==> src/rtl/ddr_cas_data_burst_if.sv <==
// ddr_cas_data_burst_if
// Bundles the CAS command inputs from the scheduler and the burst/status
// outputs of the CAS responder.
//   LAT_W      : width of the CL/CWL latency fields
//   cas_rdy    : single-cycle CAS issue strobe
//   cas_rw     : command type, READ=2'b01, WRITE=2'b10, other values invalid
//   CL / CWL   : read / write latency in clock cycles
//   BL         : burst length (8 or 4)
//   data_valid : high on each data beat
//   data_rw    : type of the active burst, 2'b00 when idle
//   beat_idx   : beat number within the burst
//   rw_done    : one-cycle pulse after a burst's last beat
//   busy       : queue non-empty or burst active
//   q_count    : queued commands, excluding the active burst
//   overflow   : sticky, CAS dropped on a full queue
//   timing_err : sticky, command matured while a burst was still running
// master = scheduler side, slave = responder side.
interface ddr_cas_data_burst_if #(
    parameter int unsigned LAT_W = 6
);
    logic             cas_rdy;
    logic [1:0]       cas_rw;
    logic [LAT_W-1:0] CL;
    logic [LAT_W-1:0] CWL;
    logic [3:0]       BL;
    logic             data_valid;
    logic [1:0]       data_rw;
    logic [1:0]       beat_idx;
    logic             rw_done;
    logic             busy;
    logic [3:0]       q_count;
    logic             overflow;
    logic             timing_err;

    modport master (
        output cas_rdy, cas_rw, CL, CWL, BL,
        input  data_valid, data_rw, beat_idx, rw_done,
        input  busy, q_count, overflow, timing_err
    );

    modport slave (
        input  cas_rdy, cas_rw, CL, CWL, BL,
        output data_valid, data_rw, beat_idx, rw_done,
        output busy, q_count, overflow, timing_err
    );
endinterface

==> src/rtl/ddr_cas_data_burst.sv <==
// ddr_cas_data_burst
// Target-side CAS responder. Each accepted CAS command is queued with a
// countdown of its read (CL) or write (CWL) latency; when the head entry
// matures the burst engine drives the data-burst window and pulses rw_done
// after the last beat. Commands are served strictly in issue order.
//
// Optional feature macro: BURST_CHOP_EN
//   defined   : BL input of 4 gives a 2-beat burst, anything else 4 beats
//   undefined : BL is ignored, every burst is 4 beats
//
// Parameters
//   DEPTH : maximum outstanding queued commands (2..8)
//   LAT_W : width of CL/CWL and of the per-entry countdown
// Ports
//   clock_t : main clock, rising edge
//   reset   : synchronous active-high reset
//   bus     : ddr_cas_data_burst_if.slave (command inputs, burst/status outputs)
module ddr_cas_data_burst #(
    parameter int unsigned DEPTH = 4,
    parameter int unsigned LAT_W = 6
) (
    input  logic                clock_t,
    input  logic                reset,
    ddr_cas_data_burst_if.slave bus
);

    localparam int unsigned PTR_W  = (DEPTH > 1) ? $clog2(DEPTH) : 1;
    localparam int unsigned CNT_W  = 4;
    localparam int unsigned BEAT_W = 2;

    localparam logic [1:0] RW_IDLE  = 2'b00;
    localparam logic [1:0] RW_READ  = 2'b01;
    localparam logic [1:0] RW_WRITE = 2'b10;

    // One queued CAS command; last_beat is the beat index that ends its burst.
    typedef struct packed {
        logic [1:0]        rw;
        logic [LAT_W-1:0]  cd;
        logic [BEAT_W-1:0] last_beat;
    } entry_t;

    typedef enum logic {
        S_IDLE  = 1'b0,
        S_BURST = 1'b1
    } state_t;

    // Queue storage
    entry_t            fifo_q [DEPTH];
    logic [PTR_W-1:0]  rd_ptr_q;
    logic [PTR_W-1:0]  wr_ptr_q;
    logic [CNT_W-1:0]  count_q;

    // Burst engine state and registered outputs
    state_t            state_q;
    state_t            state_d;
    logic [BEAT_W-1:0] beat_q;
    logic [BEAT_W-1:0] beat_d;
    logic [BEAT_W-1:0] cur_last_q;
    logic [BEAT_W-1:0] cur_last_d;
    logic [1:0]        data_rw_q;
    logic [1:0]        data_rw_d;
    logic              data_valid_q;
    logic              data_valid_d;
    logic              rw_done_q;
    logic              rw_done_d;
    logic              busy_q;
    logic [CNT_W-1:0]  q_count_q;
    logic              overflow_q;
    logic              timing_err_q;

    // Combinational helpers
    entry_t            head_c;
    entry_t            push_entry_c;
    logic              q_nonempty_c;
    logic              q_full_c;
    logic              head_ready_c;
    logic              head_matured_c;
    logic              last_beat_c;
    logic              engine_free_c;
    logic              pop_c;
    logic              stall_c;
    logic              cmd_valid_c;
    logic              push_c;
    logic              drop_c;
    logic [LAT_W-1:0]  lat_sel_c;
    logic [LAT_W-1:0]  lat_c;
    logic [BEAT_W-1:0] push_last_c;

    // Wrap-around pointer increment, DEPTH need not be a power of two.
    function automatic logic [PTR_W-1:0] ptr_inc(input logic [PTR_W-1:0] p);
        return (p == PTR_W'(DEPTH - 1)) ? '0 : p + PTR_W'(1);
    endfunction

    // Burst length selection for a newly pushed command.
`ifdef BURST_CHOP_EN
    assign push_last_c = (bus.BL == 4'd4) ? BEAT_W'(1) : BEAT_W'(3);
`else
    logic [3:0] bl_unused;
    assign bl_unused   = bus.BL;
    assign push_last_c = BEAT_W'(3);
`endif

    // Latency of the incoming command, clamped so the queue always has a cycle to register it.
    assign lat_sel_c = (bus.cas_rw == RW_READ) ? bus.CL : bus.CWL;
    assign lat_c     = (lat_sel_c < LAT_W'(2)) ? LAT_W'(2) : lat_sel_c;

    assign push_entry_c.rw        = bus.cas_rw;
    assign push_entry_c.cd        = lat_c - LAT_W'(1);
    assign push_entry_c.last_beat = push_last_c;

    // Head status. cd==1 means the countdown reaches 0 at this edge, so popping
    // now puts the first beat exactly lat cycles after issue.
    assign head_c         = fifo_q[rd_ptr_q];
    assign q_nonempty_c   = (count_q != '0);
    assign q_full_c       = (count_q == CNT_W'(DEPTH));
    assign head_ready_c   = q_nonempty_c && (head_c.cd <= LAT_W'(1));
    assign head_matured_c = q_nonempty_c && (head_c.cd == '0);

    assign last_beat_c    = (state_q == S_BURST) && (beat_q == cur_last_q);
    assign engine_free_c  = (state_q == S_IDLE) || last_beat_c;
    assign pop_c          = head_ready_c && engine_free_c;
    // A matured head that cannot start this cycle is already late.
    assign stall_c        = head_matured_c && !engine_free_c;

    assign cmd_valid_c    = bus.cas_rdy && ((bus.cas_rw == RW_READ) || (bus.cas_rw == RW_WRITE));
    assign push_c         = cmd_valid_c && (!q_full_c || pop_c);
    assign drop_c         = cmd_valid_c && q_full_c && !pop_c;

    // Command queue: circular buffer with free-running per-entry countdowns.
    always_ff @(posedge clock_t) begin
        if (reset) begin
            for (int i = 0; i < int'(DEPTH); i++) begin
                fifo_q[i] <= '0;
            end
            rd_ptr_q <= '0;
            wr_ptr_q <= '0;
            count_q  <= '0;
        end else begin
            for (int i = 0; i < int'(DEPTH); i++) begin
                if (fifo_q[i].cd != '0) begin
                    fifo_q[i].cd <= fifo_q[i].cd - LAT_W'(1);
                end
            end
            if (push_c) begin
                fifo_q[wr_ptr_q] <= push_entry_c;
                wr_ptr_q         <= ptr_inc(wr_ptr_q);
            end
            if (pop_c) begin
                rd_ptr_q <= ptr_inc(rd_ptr_q);
            end
            case ({push_c, pop_c})
                2'b10:   count_q <= count_q + CNT_W'(1);
                2'b01:   count_q <= count_q - CNT_W'(1);
                default: count_q <= count_q;
            endcase
        end
    end

    // Burst engine next-state and output decode.
    always_comb begin
        state_d    = state_q;
        beat_d     = beat_q;
        cur_last_d = cur_last_q;
        data_rw_d  = data_rw_q;
        rw_done_d  = 1'b0;

        case (state_q)
            S_IDLE: begin
                if (pop_c) begin
                    state_d    = S_BURST;
                    beat_d     = '0;
                    cur_last_d = head_c.last_beat;
                    data_rw_d  = head_c.rw;
                end
            end
            S_BURST: begin
                if (last_beat_c) begin
                    rw_done_d = 1'b1;
                    if (pop_c) begin
                        // Back-to-back: next burst starts with no gap.
                        beat_d     = '0;
                        cur_last_d = head_c.last_beat;
                        data_rw_d  = head_c.rw;
                    end else begin
                        state_d   = S_IDLE;
                        beat_d    = '0;
                        data_rw_d = RW_IDLE;
                    end
                end else begin
                    beat_d = beat_q + BEAT_W'(1);
                end
            end
            default: begin
                state_d   = S_IDLE;
                beat_d    = '0;
                data_rw_d = RW_IDLE;
            end
        endcase

        data_valid_d = (state_d == S_BURST);
    end

    // State register and registered outputs. busy/q_count lag the engine by one
    // cycle so busy covers the rw_done cycle.
    always_ff @(posedge clock_t) begin
        if (reset) begin
            state_q      <= S_IDLE;
            beat_q       <= '0;
            cur_last_q   <= '0;
            data_rw_q    <= RW_IDLE;
            data_valid_q <= 1'b0;
            rw_done_q    <= 1'b0;
            busy_q       <= 1'b0;
            q_count_q    <= '0;
            overflow_q   <= 1'b0;
            timing_err_q <= 1'b0;
        end else begin
            state_q      <= state_d;
            beat_q       <= beat_d;
            cur_last_q   <= cur_last_d;
            data_rw_q    <= data_rw_d;
            data_valid_q <= data_valid_d;
            rw_done_q    <= rw_done_d;
            busy_q       <= (state_q == S_BURST) || q_nonempty_c;
            q_count_q    <= count_q;
            overflow_q   <= overflow_q | drop_c;
            timing_err_q <= timing_err_q | stall_c;
        end
    end

    assign bus.data_valid = data_valid_q;
    assign bus.data_rw    = data_rw_q;
    assign bus.beat_idx   = beat_q;
    assign bus.rw_done    = rw_done_q;
    assign bus.busy       = busy_q;
    assign bus.q_count    = q_count_q;
    assign bus.overflow   = overflow_q;
    assign bus.timing_err = timing_err_q;

endmodule

==> src/flat_wrapper.sv <==
// flat-port wrapper written by rule: the top's interface ports become plain ports
module ddr_cas_data_burst_flat 
#(
    parameter int unsigned DEPTH = 4,
    parameter int unsigned LAT_W = 6
)
  (clock_t, reset, bus_cas_rdy, bus_cas_rw, bus_CL, bus_CWL, bus_BL, bus_data_valid, bus_data_rw, bus_beat_idx, bus_rw_done, bus_busy, bus_q_count, bus_overflow, bus_timing_err);
  ddr_cas_data_burst_if #(.LAT_W(LAT_W)) bus_i ();
  input  logic clock_t;
  input  logic reset;
  input wire logic [$bits(bus_i.cas_rdy)-1:0] bus_cas_rdy;
  input wire logic [$bits(bus_i.cas_rw)-1:0] bus_cas_rw;
  input wire logic [$bits(bus_i.CL)-1:0] bus_CL;
  input wire logic [$bits(bus_i.CWL)-1:0] bus_CWL;
  input wire logic [$bits(bus_i.BL)-1:0] bus_BL;
  output wire logic [$bits(bus_i.data_valid)-1:0] bus_data_valid;
  output wire logic [$bits(bus_i.data_rw)-1:0] bus_data_rw;
  output wire logic [$bits(bus_i.beat_idx)-1:0] bus_beat_idx;
  output wire logic [$bits(bus_i.rw_done)-1:0] bus_rw_done;
  output wire logic [$bits(bus_i.busy)-1:0] bus_busy;
  output wire logic [$bits(bus_i.q_count)-1:0] bus_q_count;
  output wire logic [$bits(bus_i.overflow)-1:0] bus_overflow;
  output wire logic [$bits(bus_i.timing_err)-1:0] bus_timing_err;
  assign bus_i.cas_rdy = bus_cas_rdy;
  assign bus_i.cas_rw = bus_cas_rw;
  assign bus_i.CL = bus_CL;
  assign bus_i.CWL = bus_CWL;
  assign bus_i.BL = bus_BL;
  assign bus_data_valid = bus_i.data_valid;
  assign bus_data_rw = bus_i.data_rw;
  assign bus_beat_idx = bus_i.beat_idx;
  assign bus_rw_done = bus_i.rw_done;
  assign bus_busy = bus_i.busy;
  assign bus_q_count = bus_i.q_count;
  assign bus_overflow = bus_i.overflow;
  assign bus_timing_err = bus_i.timing_err;
  ddr_cas_data_burst #(.DEPTH(DEPTH), .LAT_W(LAT_W)) u_core (.clock_t(clock_t), .reset(reset), .bus(bus_i));
endmodule
==> config.mk <==
export PLATFORM = sky130hd
export DESIGN_NAME = ddr_cas_data_burst_flat
export DESIGN_NICKNAME = d
export VERILOG_FILES = /design/src/rtl/ddr_cas_data_burst_if.sv /design/src/rtl/ddr_cas_data_burst.sv /design/src/flat_wrapper.sv
export SDC_FILE = /design/constraint.sdc
export NUM_CORES = 1
export LEC_CHECK = 0
export BUFFER_PORTS_ARGS = -buffer_cell sky130_fd_sc_hd__buf_4
export CORE_MARGIN = 1
export CORE_UTILIZATION = 60
export DETAILED_ROUTE_END_ITERATION = 10
export GPL_ROUTABILITY_DRIVEN = 0
export GPL_TIMING_DRIVEN = 1
export PLACE_DENSITY_LB_ADDON = 0.2
export SLEW_MARGIN = 20
export SYNTH_ARGS = -nofsm -noshare
export SYNTH_HDL_FRONTEND = slang
export SYNTH_SLANG_ARGS = --single-unit
==> constraint.sdc <==
create_clock -name clock_t -period 3.65 [get_ports clock_t]
set_input_delay 0.365 -clock clock_t [delete_from_list [all_inputs] [get_ports clock_t]]
set_output_delay 0.365 -clock clock_t [all_outputs]
set_load 0.01 [all_outputs]
# After elaboration in Yosys (flattened, before gate mapping)
# Memory sizes are Yosys's and may differ from the RTL's. A register that Yosys moved wholly into a read port is not among the register bits.
# Cells that the tools add are included.
# word_totals
ff_bits,23
ram_bits,40
in_bits,21
out_inout_bits,13
elab_cells,109
n_memories,1
# classes
add_sub_neg,10
n_lt_le_gt_ge,2
n_eq_ne,10
n_mux,42
n_bitwise,7
n_reduce_logical,25
# mem_list
memory,depth,word_bits,read_ports,rd_clocked_by_memory_dff,wr,line_no,source
u_core.fifo_q,4,10,5,1,5,ddr_cas_data_burst.sv:48,entry_t fifo_q [DEPTH];
# ops
op,count
6-bit two-way mux,6
"6-bit by 1-bit subtractor with 6-bit output, second input constant",5
6-bit nonzero test,4
2-bit two-way mux,11
1-bit two-way mux,20
2-bit one-hot mux with 2 select lines,3
1-bit logical AND,9
"2-bit == test, second input constant",4
4-bit one-hot mux with 2 select lines,1
"2-bit by 1-bit adder with 2-bit output, second input constant",3
"6-bit by 1-bit less-or-equal comparator with 1-bit output, second input constant",1
6-bit logical NOT,1
"6-bit by 2-bit < comparator with 1-bit output, second input constant",1
1-bit OR,6
"4-bit by 1-bit adder with 4-bit output, second input constant",1
"2-bit by 1-bit == test with 1-bit output, second input constant",2
"4-bit by 3-bit == test with 1-bit output, second input constant",1
1-bit logical OR,4
4-bit nonzero test,1
"4-bit by 1-bit subtractor with 4-bit output, second input constant",1
1-bit logical NOT,3
2-bit == test,1
"2-bit by 1-bit inequality test with 1-bit output, second input constant",1
"2-bit inequality test, second input constant",1
other kinds (5),5

# Logic depth before layout (Yosys ltp)
# Gate-level depths: netlist (run 1).
# logic_depth
depth_word,9
depth_mapped,14
ltp_nobuf,12

# Worst setup path before layout (run 1)
# OpenSTA, ideal clock, no wires.
# synth_timing
kind,register to register
from,mem u_core.fifo_q[0][4] in the netlist's numbering
to,reg u_core.count_q[3]
setup_ps,59
arrival_ps,3251
required_time_ps,3591
path_slack_ps,339
path_stages_with_launch,14
n_path_buf,1
period_less_slack_ps,3311
path_cell_list,edfxtp_1 nor4_2 a221oi_2 nor4_4 o21ba_2 buf_2 inv_1 ha_1 ha_1 a21o_1 a21oi_1 xnor2_1 or4_1 nand2_1
# synth_rtl
element,line_no,source
from (decl),ddr_cas_data_burst.sv:48,
to (signal assigned),ddr_cas_data_burst.sv:152,2'b10: count_q <= count_q + CNT_W'(1);
to (signal assigned),ddr_cas_data_burst.sv:153,2'b01: count_q <= count_q - CNT_W'(1);
to (signal assigned),ddr_cas_data_burst.sv:154,default: count_q <= count_q;
to (decl),ddr_cas_data_burst.sv:51,logic [CNT_W-1:0] count_q;

==> out/qor.yml, run 1 <==
timing:
  relSlewSlack: 0.4609
  setup_viol: 0
  finalHoldViolCount: 0
  setup_tns_ps: 0
  worst_slack_ps: 473.7
  hold_ws_ps: 356.8
  post-route-period-util: 0.8702
  slew_viol_final: 0
  tightest_slew_ps: 797.5
  rsz0062_at_grt: "no"
  fmax_mhz: 314.8
  clock-skew-final_ps: 8.132
  period_needed_ps: 3176
global_route:
  grt_max_degree: 45
  grt_pass1_vias: 2609
  gr-usage-all-layers: 0.2533
  grt_pass1_wl_um: 12170
  grt_overflow: 0
  antenna_found_initial: 0
floorplanning:
  core_area_sq_mm: 0.005886
  die_area_sq_mm: 0.006397
  die_h_um: 79.98
  num_rows: 28
  die_w_um: 79.98
  initial_core_util: 0.6199
  io_pins: 34
detailed_routing:
  viasPerCell: 5.765
  ant_nets: 0
  drtIter0Drc: 158
  drt-total-wl_um: 7404
  vias: 2704
  wl_per_cell_um: 15.79
  drc: 0
  dr.pass1.iters: 7
yosys:
  ys_warn_count: 0
  syn_nets: 397
  syn_area_per_cell_sq_um: 10.22
  synthCells: 357
  synth_top_area_cell: "edfxtp_1"
  synth_ff_type: "edfxtp_1"
  synthTopCellsByArea: "edfxtp_1 26%, dfxtp_1 15%, ha_1 6.2%, mux2i_1 6.0%, nor2_1 3.4%"
  synth_cell_types: 55
  ys_ff_latch: 60
  syn_area_sq_mm: 0.003648
  synth_top_area_share: 0.2634
  ys_seq_area_frac: 0.4170
  synth_edf_count: 32
  synth_async_sr_flop_share: 0
clocking:
  cts_resized: 0
  insertion_delay_ps: 350
  h-tree-depth: 3
  clkSinkCount: 60
  cts_max_path_buffers: 2
  hold_buffers: 0
  clkTransAtPathRegs_ps: 70
  numCtsBuffers: 9
  cts-root-buf: "clkbuf_8"
  post_cts_buffers: 0
  cts_tree: "built"
power_and_ir_drop:
  cellPowerDensity_mw_per_mm2: 681.9
  p_total_w: 0.002800
  leakage_nw: 1.801
  peakVddDrop_uv: 391.1
final_layout:
  num-nets-final: 429
  antennaDiodeCount: 0
  nFillCells: 462
  drive_above_1_share: 0.1980
  area_growth_pct: 12.55
  final_core_util: 0.6977
flow_run:
  cap_violations: 0
placed_design:
  numPortBuffers: 29
  post-place-ws_ps: 489.8
  dp_hpwl_um: 5355
worst_setup_path:
  cp_max_fo: 4
  r2r_cells: 12
  cp.arrival_ps: 3470
  startpoint_type: "flop"
  critical_path_required_ps: 3940
  critPathCaptureType: "flop"
  critical_path_class: "flop to flop"
status:
  status: "completed"
min_path:
  hp-class: "input pin to flop"
  hold_depth: 3
worst paths after layout:
check	end	slack [ps]	startpoint
worst max-delay path	u_core.count_q[3]	470	u_core.fifo_q[0][4]
worst min-delay path	u_core.fifo_q[1][9]	360	bus_cas_rw[1]
worst max register to register	u_core.count_q[3]	470	u_core.fifo_q[0][4]
worst min register to register	u_core.fifo_q[0][0]	470	u_core.fifo_q[0][0]
logic make-up after synthesis:
group                    share of synthesized area
AO/OA/AOI/OAI                               0.1015
XOR/XNOR                                   0.05281
adder cells (fa/ha/maj)                    0.06722
buffers and inverters                      0.04561
flip-flops                                  0.4170
multiplexers                                0.1139
AND/OR/NAND/NOR                             0.2020
placed cells by master, fill, tap and decap left out, types with 4 or more instances in the layout:
| master | n |
|---|---|
| a21o_1 | 6 |
| a21oi_1 | 11 |
| and2_1 | 5 |
| and3_1 | 7 |
| buf_4 | 35 |
| clkbuf_8 | 9 |
| dfxtp_1 | 28 |
| edfxtp_1 | 32 |
| ha_1 | 18 |
| inv_1 | 23 |
| mux2_2 | 6 |
| mux2i_1 | 22 |
| nand2_1 | 25 |
| nand2b_1 | 7 |
| nand3_1 | 4 |
| nor2_1 | 33 |
| nor2b_1 | 4 |
| nor3_1 | 15 |
| nor3b_1 | 6 |
| nor4_1 | 7 |
| o21ai_0 | 10 |
| or2_2 | 4 |
| xnor2_1 | 10 |
| xor2_1 | 12 |
report_power, final:
group          total, W  internal [W]  switching, W
logic           0.00115      0.000532      0.000618
registers       0.00110      0.000933      0.000167
clock network  0.000551      0.000285      0.000266
cells in the mapped netlist (9+ instances only):
master,n
nor2_1,33
edfxtp_1,32
dfxtp_1,28
nand2_1,25
inv_1,23
mux2i_1,22
ha_1,18
nor3_1,15
xor2_1,12
a21oi_1,11
o21ai_0,10
xnor2_1,10
clkbuf_1,9
flip-flops by register name, indices dropped and copies added (netlist names), named ones only:
| name | flops |
|---|---|
| u_core.bus.overflow | 1 |
| u_core.cur_last_q | 1 |
| u_core.bus.q_count | 4 |
| u_core.bus.timing_err | 1 |
| u_core.bus.rw_done | 1 |
| u_core.bus.busy | 1 |
| u_core.state_q | 1 |
| u_core.wr_ptr_q | 2 |
| u_core.bus.beat_idx | 2 |
| u_core.count_q | 4 |
| u_core.fifo_q | 36 |
| u_core.bus.data_rw | 2 |
| u_core.rd_ptr_q | 2 |
worst max-delay path: stages (launching register included):
cell      delay (ps)
edfxtp_1         450
nor4_2           500
a221oi_2         180
nor4_4           310
o21ba_2          200
inv_1             50
ha_1             220
ha_1             300
a21o_1           170
a21oi_1          160
xnor2_1           90
or4_1            400
nand2_1           70
stage by stage:
stage / cell area, sq um / cells
final: 4106 / 469
after CTS: 4106 / 469
after global routing: 4106 / 469
after floorplan: 3649 / 357
after detailed placement: 3929 / 453
after global placement: 3929 / 453
metal layers:
layer	wire, um	global-route usage
met1	3443	0.3358
met2	3485	0.3983
met3	349	0.04914
met4	126	0.1179
met5	0	0
final cells by class:
class / instances / area [sq um] / area share
Clock buffer: 12 / 156.4 / 0.03809
Clock inverter: 4 / 21.27 / 0.005180
Inverter: 24 / 90.09 / 0.02194
Multi-Input combinational cell: 259 / 1961 / 0.4775
Sequential cell: 60 / 1521 / 0.3705
Tap cell: 75 / 93.84 / 0.02285
Timing Repair Buffer: 35 / 262.8 / 0.06399
Power figures use the tool's default switching activity.
==> run 2: changes to the inputs <==
--- a/config.mk
+++ b/config.mk
@@ -7,7 +7,7 @@
 export LEC_CHECK = 0
 export BUFFER_PORTS_ARGS = -buffer_cell sky130_fd_sc_hd__buf_4
 export CORE_MARGIN = 1
-export CORE_UTILIZATION = 60
+export CORE_UTILIZATION = 54
 export DETAILED_ROUTE_END_ITERATION = 10
 export GPL_ROUTABILITY_DRIVEN = 0
 export GPL_TIMING_DRIVEN = 1
==> constraint.sdc (replaced) <==
create_clock -name clock_t -period 2.7 [get_ports clock_t]
set_input_delay 0.27 -clock clock_t [delete_from_list [all_inputs] [get_ports clock_t]]
set_output_delay 0.27 -clock clock_t [all_outputs]
set_load 0.01 [all_outputs]
==> out/qor.yml, run 2 (synthesis results as in run 1) <==
timing:
  worst_slack_ps: -135.0  # -608.6 ps
  finalHoldViolCount: 0  # unchanged
  period_needed_ps: 2835  # -341.4 ps
  setup_tns_ps: -135.0  # -135.0 ps
  hold_ws_ps: 249.4  # -107.4 ps
  clock-skew-final_ps: 10.82  # +2.684 ps
  rsz0062_at_grt: "yes"
  post-route-period-util: 1.050  # +0.1798
  tightest_slew_ps: 576.8  # -220.7 ps
  relSlewSlack: 0.6101  # +0.1492
  setup_viol: 1  # +1
  fmax_mhz: 352.7  # +12%
  slew_viol_final: 0  # unchanged
power_and_ir_drop:
  leakage_nw: 2.057  # +14%
  peakVddDrop_uv: 559.8  # +43%
  cellPowerDensity_mw_per_mm2: 932.2  # +37%
final_layout:
  layout_commonest_cell: "buf_4"
  area_growth_pct: 25.24
  num-nets-final: 477  # +11%
  antennaDiodeCount: 0  # unchanged
  largest-register: "u_core.fifo_q"
  drive_above_1_share: 0.3100  # +0.1120
  mostFrequentLayoutCells: "83 x buf_4, 33 x nor2_1, 32 x edfxtp_1"
  largest_reg_flops: 36  # unchanged
status:
  violations: "design-rule violations, negative setup slack"
  status: "finished with violations"
global_route:
  grt_overflow: 0  # unchanged
  grt_pass1_vias: 3053  # +17%
  antenna_found_initial: 0  # unchanged
  grt_max_degree: 45  # unchanged
  grt_pass1_wl_um: 13860  # +14%
  gr-usage-all-layers: 0.2532  # about the same
detailed_routing:
  dr.pass1.iters: 8  # +1
  vias: 2945  # +8.9%
  viasPerCell: 5.674  # -1.6%
  drc: 4  # +4
  ant_nets: 0  # unchanged
  wl_met1_um: 3604  # +4.7%
  top_layer_used: "met4"
  wl_per_cell_um: 15.88  # +0.61%
  drt-total-wl_um: 8243  # +11%
  dr_wl_met3_um: 318  # -8.9%
  drtIter0Drc: 175  # +11%
  met2_length_um: 4180  # +20%
floorplanning:
  die_area_sq_mm: 0.007089  # +11%
  die_w_um: 84.20  # +5.3%
  initial_core_util: 0.5681  # -0.05181
  core_area_sq_mm: 0.006422  # +9.1%
  io_pins: 34  # unchanged
  die_h_um: 84.20  # +5.3%
  num_rows: 29  # +3.6%
worst_setup_path:
  critPathCaptureType: "flop"
  cp_max_fo: 3  # -1
  critical_path_required_ps: 2990  # -950 ps
  startpoint_type: "flop"
  ff2ff_setup_slack_ps: -130  # -610 ps
  cp.arrival_ps: 3130  # -340 ps
  critical_path_class: "flop to flop"
clocking:
  clkSinkCount: 60  # unchanged
  numCtsBuffers: 9  # unchanged
  cts_max_path_buffers: 2  # unchanged
  insertion_delay_ps: 340  # about the same
  cts_tree: "built"
  h-tree-depth: 3  # unchanged
  clkTransAtPathRegs_ps: 70  # about the same
  cts-root-buf: "clkbuf_8"
placed_design:
  numPortBuffers: 29  # unchanged
  dp_hpwl_um: 6191  # +16%
  post-place-ws_ps: -163.8  # -653.6 ps
min_path:
  hp-class: "input pin to flop"
flow_run:
  cap_violations: 0  # unchanged
## run 2: stage by stage
stage,std cells,area (sq um),total power (W),utilization
global placement,498,4307,0.003297,0.6706
detailed placement,498,4307,0.003369,0.6706
floorplan,357,3707,0.002686,-
CTS,515,4537,0.004226,0.7064
finish,519,4569,0.004260,0.7115
global route,519,4569,0.004549,0.7115
## run 2: cell type report
| class | count | area (sq um) |
|---|---|---|
| Tap cell | 77 | 96.34 |
| Fill cell | 490 | 1853 |
| Clock inverter | 3 | 16.27 |
| Timing Repair Buffer | 83 | 623.1 |
| Multi-Input combinational cell | 259 | 2034 |
| Inverter | 24 | 90.09 |
| Clock buffer | 13 | 181.4 |
| Sequential cell | 60 | 1528 |
## run 2: power breakdown
| part | total [W] | switching, W | internal, W |
|---|---|---|---|
| clock network | 0.000808 | 0.000365 | 0.000443 |
| logic | 0.00200 | 0.000984 | 0.00102 |
| registers | 0.00145 | 0.000193 | 0.00126 |
| total | 0.00426 | 0.00154 | 0.00272 |
## run 2: worst max-delay path, stage by stage (launching register included)
cell	delay [ps]
dfxtp_1	320
or3_1	400
and3_4	200
nor4_4	360
o21ba_4	180
inv_2	40
ha_4	170
ha_4	210
a21o_1	160
a21oi_2	130
xnor2_1	90
or4_1	460
nand2_1	60
## run 2: path summary, 6_finish.rpt
path | startpoint | to | cells after the start
hold reg to reg | u_core.fifo_q[2][0] | u_core.fifo_q[2][0] | 2
setup / recovery | u_core.cur_last_q[0] | u_core.count_q[3] | 12
setup reg to reg | u_core.cur_last_q[0] | u_core.count_q[3] | 12
hold / removal | bus_cas_rw[0] | u_core.fifo_q[1][8] | 2
## run 2: repair_timing
item	4_1_cts	5_1_grt
buffers inserted	1	5
endpoints found under the setup margin	2	9
endpoints found under the hold margin	0	0
pin swaps	1	3
gates cloned	0	0
hold buffers	0	0
resized for setup	4	2
## run 2: metal layers
metal,vias to the layer above,track usage
met5,-,0
met4,0,0.1129
met3,11,0.04031
met2,66,0.4434
met1,1419,0.3087
li1,1449,-
==> run 3: changes to the inputs <==
--- a/config.mk
+++ b/config.mk
@@ -7,11 +7,12 @@
 export LEC_CHECK = 0
 export BUFFER_PORTS_ARGS = -buffer_cell sky130_fd_sc_hd__buf_4
 export CORE_MARGIN = 1
-export CORE_UTILIZATION = 54
+export CORE_UTILIZATION = 60
 export DETAILED_ROUTE_END_ITERATION = 10
 export GPL_ROUTABILITY_DRIVEN = 0
 export GPL_TIMING_DRIVEN = 1
 export PLACE_DENSITY_LB_ADDON = 0.2
+export REMOVE_ABC_BUFFERS = 1
 export SLEW_MARGIN = 20
 export SYNTH_ARGS = -nofsm -noshare
 export SYNTH_HDL_FRONTEND = slang
==> constraint.sdc (replaced) <==
create_clock -name clock_t -period 2.8 [get_ports clock_t]
set_input_delay 0.28 -clock clock_t [delete_from_list [all_inputs] [get_ports clock_t]]
set_output_delay 0.28 -clock clock_t [all_outputs]
set_load 0.01 [all_outputs]
==> out/qor.yml, run 3 (synthesis results as in run 1) <==
detailed_routing:
  wl_per_cell_um: 17.06  # +7.4%
  drc: 1  # -3
  dr.pass1.iters: 8  # unchanged
  viasPerCell: 5.914  # +4.2%
  vias: 3040  # +3.2%
  ant_nets: 0  # unchanged
  drt-total-wl_um: 8770  # +6.4%
  drtIter0Drc: 377  # +120%
clocking:
  h-tree-depth: 3  # unchanged
  cts_max_path_buffers: 2  # unchanged
  hold_buffers: 0  # unchanged
  clkTransAtPathRegs_ps: 70  # about the same
  insertion_delay_ps: 350  # about the same
  numCtsBuffers: 9  # unchanged
  cts_tree: "built"
  clkSinkCount: 60  # unchanged
  cts-root-buf: "clkbuf_8"
timing:
  period_needed_ps: 2811  # -23.96 ps
  rsz0062_at_grt: "yes"
  fmax_mhz: 355.7  # +0.85%
  worst_slack_ps: -11.02  # +124.0 ps
  setup_viol: 1  # unchanged
  slew_viol_final: 0  # unchanged
  relSlewSlack: 0.3037  # -0.3064
  clock-skew-final_ps: 14.77  # +3.950 ps
  finalHoldViolCount: 0  # unchanged
  post-route-period-util: 1.004  # -0.04606
  setup_tns_ps: -11.02  # +124.0 ps
  tightest_slew_ps: 1030  # +453.2 ps
final_layout:
  mostFrequentLayoutCells: "78 x buf_4, 33 x nor2_1, 32 x edfxtp_1"
  final_cells: 514  # -0.96%
  area_growth_pct: 25.41
  drive_above_1_share: 0.3007  # -0.009271
  num-nets-final: 474  # -0.63%
  antennaDiodeCount: 0  # unchanged
  largest-register: "u_core.fifo_q"
  layout_commonest_cell: "buf_4"
  largest_reg_flops: 36  # unchanged
  final_core_util: 0.7774  # +0.06595
power_and_ir_drop:
  leakage_nw: 2.038  # -0.94%
  peakVddDrop_uv: 561.2  # +0.24%
  cellPowerDensity_mw_per_mm2: 921.4  # -1.2%
floorplanning:
  core_area_sq_mm: 0.005886  # -8.4%
  num_rows: 28  # -3.4%
  initial_core_util: 0.6199  # +0.05181
  die_w_um: 79.98  # -5.0%
  die_h_um: 79.98  # -5.0%
  die_area_sq_mm: 0.006397  # -9.8%
  io_pins: 34  # unchanged
placed_design:
  dp_cells: 491  # -1.4%
  numPortBuffers: 29  # unchanged
  dp_hpwl_um: 6092  # -1.6%
min_path:
  hp-class: "input pin to flop"
global_route:
  antenna_found_initial: 0  # unchanged
  gr-usage-all-layers: 0.2891  # +0.03595
  grt_pass1_vias: 2847  # -6.7%
  grt_pass1_wl_um: 13690  # -1.2%
  grt_max_degree: 45  # unchanged
  grt_overflow: 0  # unchanged
worst_setup_path:
  critical_path_class: "flop to flop"
  critPathCaptureType: "flop"
  cp.arrival_ps: 3110  # -20 ps
  critical_path_required_ps: 3100  # +110 ps
  cp_max_fo: 2  # -1
  startpoint_type: "flop"
flow_run:
  cap_violations: 0  # unchanged
status:
  status: "finished with violations"
  violations: "design-rule violations, negative setup slack"
run 3: area by class of cell:
type | instances | area, sq um
Multi-Input combinational cell | 259 | 2053
Clock buffer | 11 | 131.4
Fill cell | 399 | 1310
Timing Repair Buffer | 80 | 608.1
Inverter | 24 | 90.09
Sequential cell | 60 | 1523
Clock inverter | 5 | 76.32
Tap cell | 75 | 93.84
run 3: routing by layer:
layer | share of wire | track usage | up-vias
met5 | 0 | 0 | -
met4 | 0.021 | 0.08036 | 0
met3 | 0.071 | 0.07543 | 19
met2 | 0.51 | 0.4991 | 135
met1 | 0.40 | 0.3547 | 1437
li1 | - | - | 1449
run 3: repair_timing:
action | 4_1_cts | 5_1_grt
endpoints found under the setup margin | 3 | 3
buffers inserted | 3 | 4
resized for setup | 11 | 6
pin swaps | 10 | 5
run 3: stage by stage:
step	hold WS, ps	total power (W)	cell area, sq um	worst slack, ps
2_1_floorplan	349.1	0.002519	3572	-779.4
3_3_place_gp	438.4	0.003093	4214	-100.1
3_5_place_dp	453.2	0.003176	4214	-197.6
4_1_cts	251.9	0.004130	4517	-10.44
5_1_grt	286.2	0.004461	4576	-143.0
6_report	268.6	0.004216	4576	-11.02
run 3: power by group:
group	switching, W	internal [W]	leakage [nW]
sequential	0.000205	0.00122	0.584
combinational	0.000978	0.000971	1.35
clock	0.000349	0.000497	0.101
total	0.00153	0.00268	2.04
run 3: critical path, stage by stage (launching register included):
cell and delay, ps:
edfxtp_1 420, nor4b_2 290, buf_4 180, a221oi_4 80, nor4_4 340, o21ba_2 200
inv_2 50, ha_4 160, ha_4 200, a21o_1 150, a21oi_2 140, xnor2_1 90
or4_1 390, nand2_1 60
run 3: final timing paths:
path / startpoint / endpoint / slack (ps) / cells after the start
min: bus_cas_rw[0] / u_core.fifo_q[1][8] / 270 / 2
max: u_core.fifo_q[3][6] / u_core.count_q[3] / -10 / 13
max reg2reg: u_core.fifo_q[3][6] / u_core.count_q[3] / -10 / 13
min reg2reg: u_core.fifo_q[1][0] / u_core.fifo_q[1][0] / 460 / 2
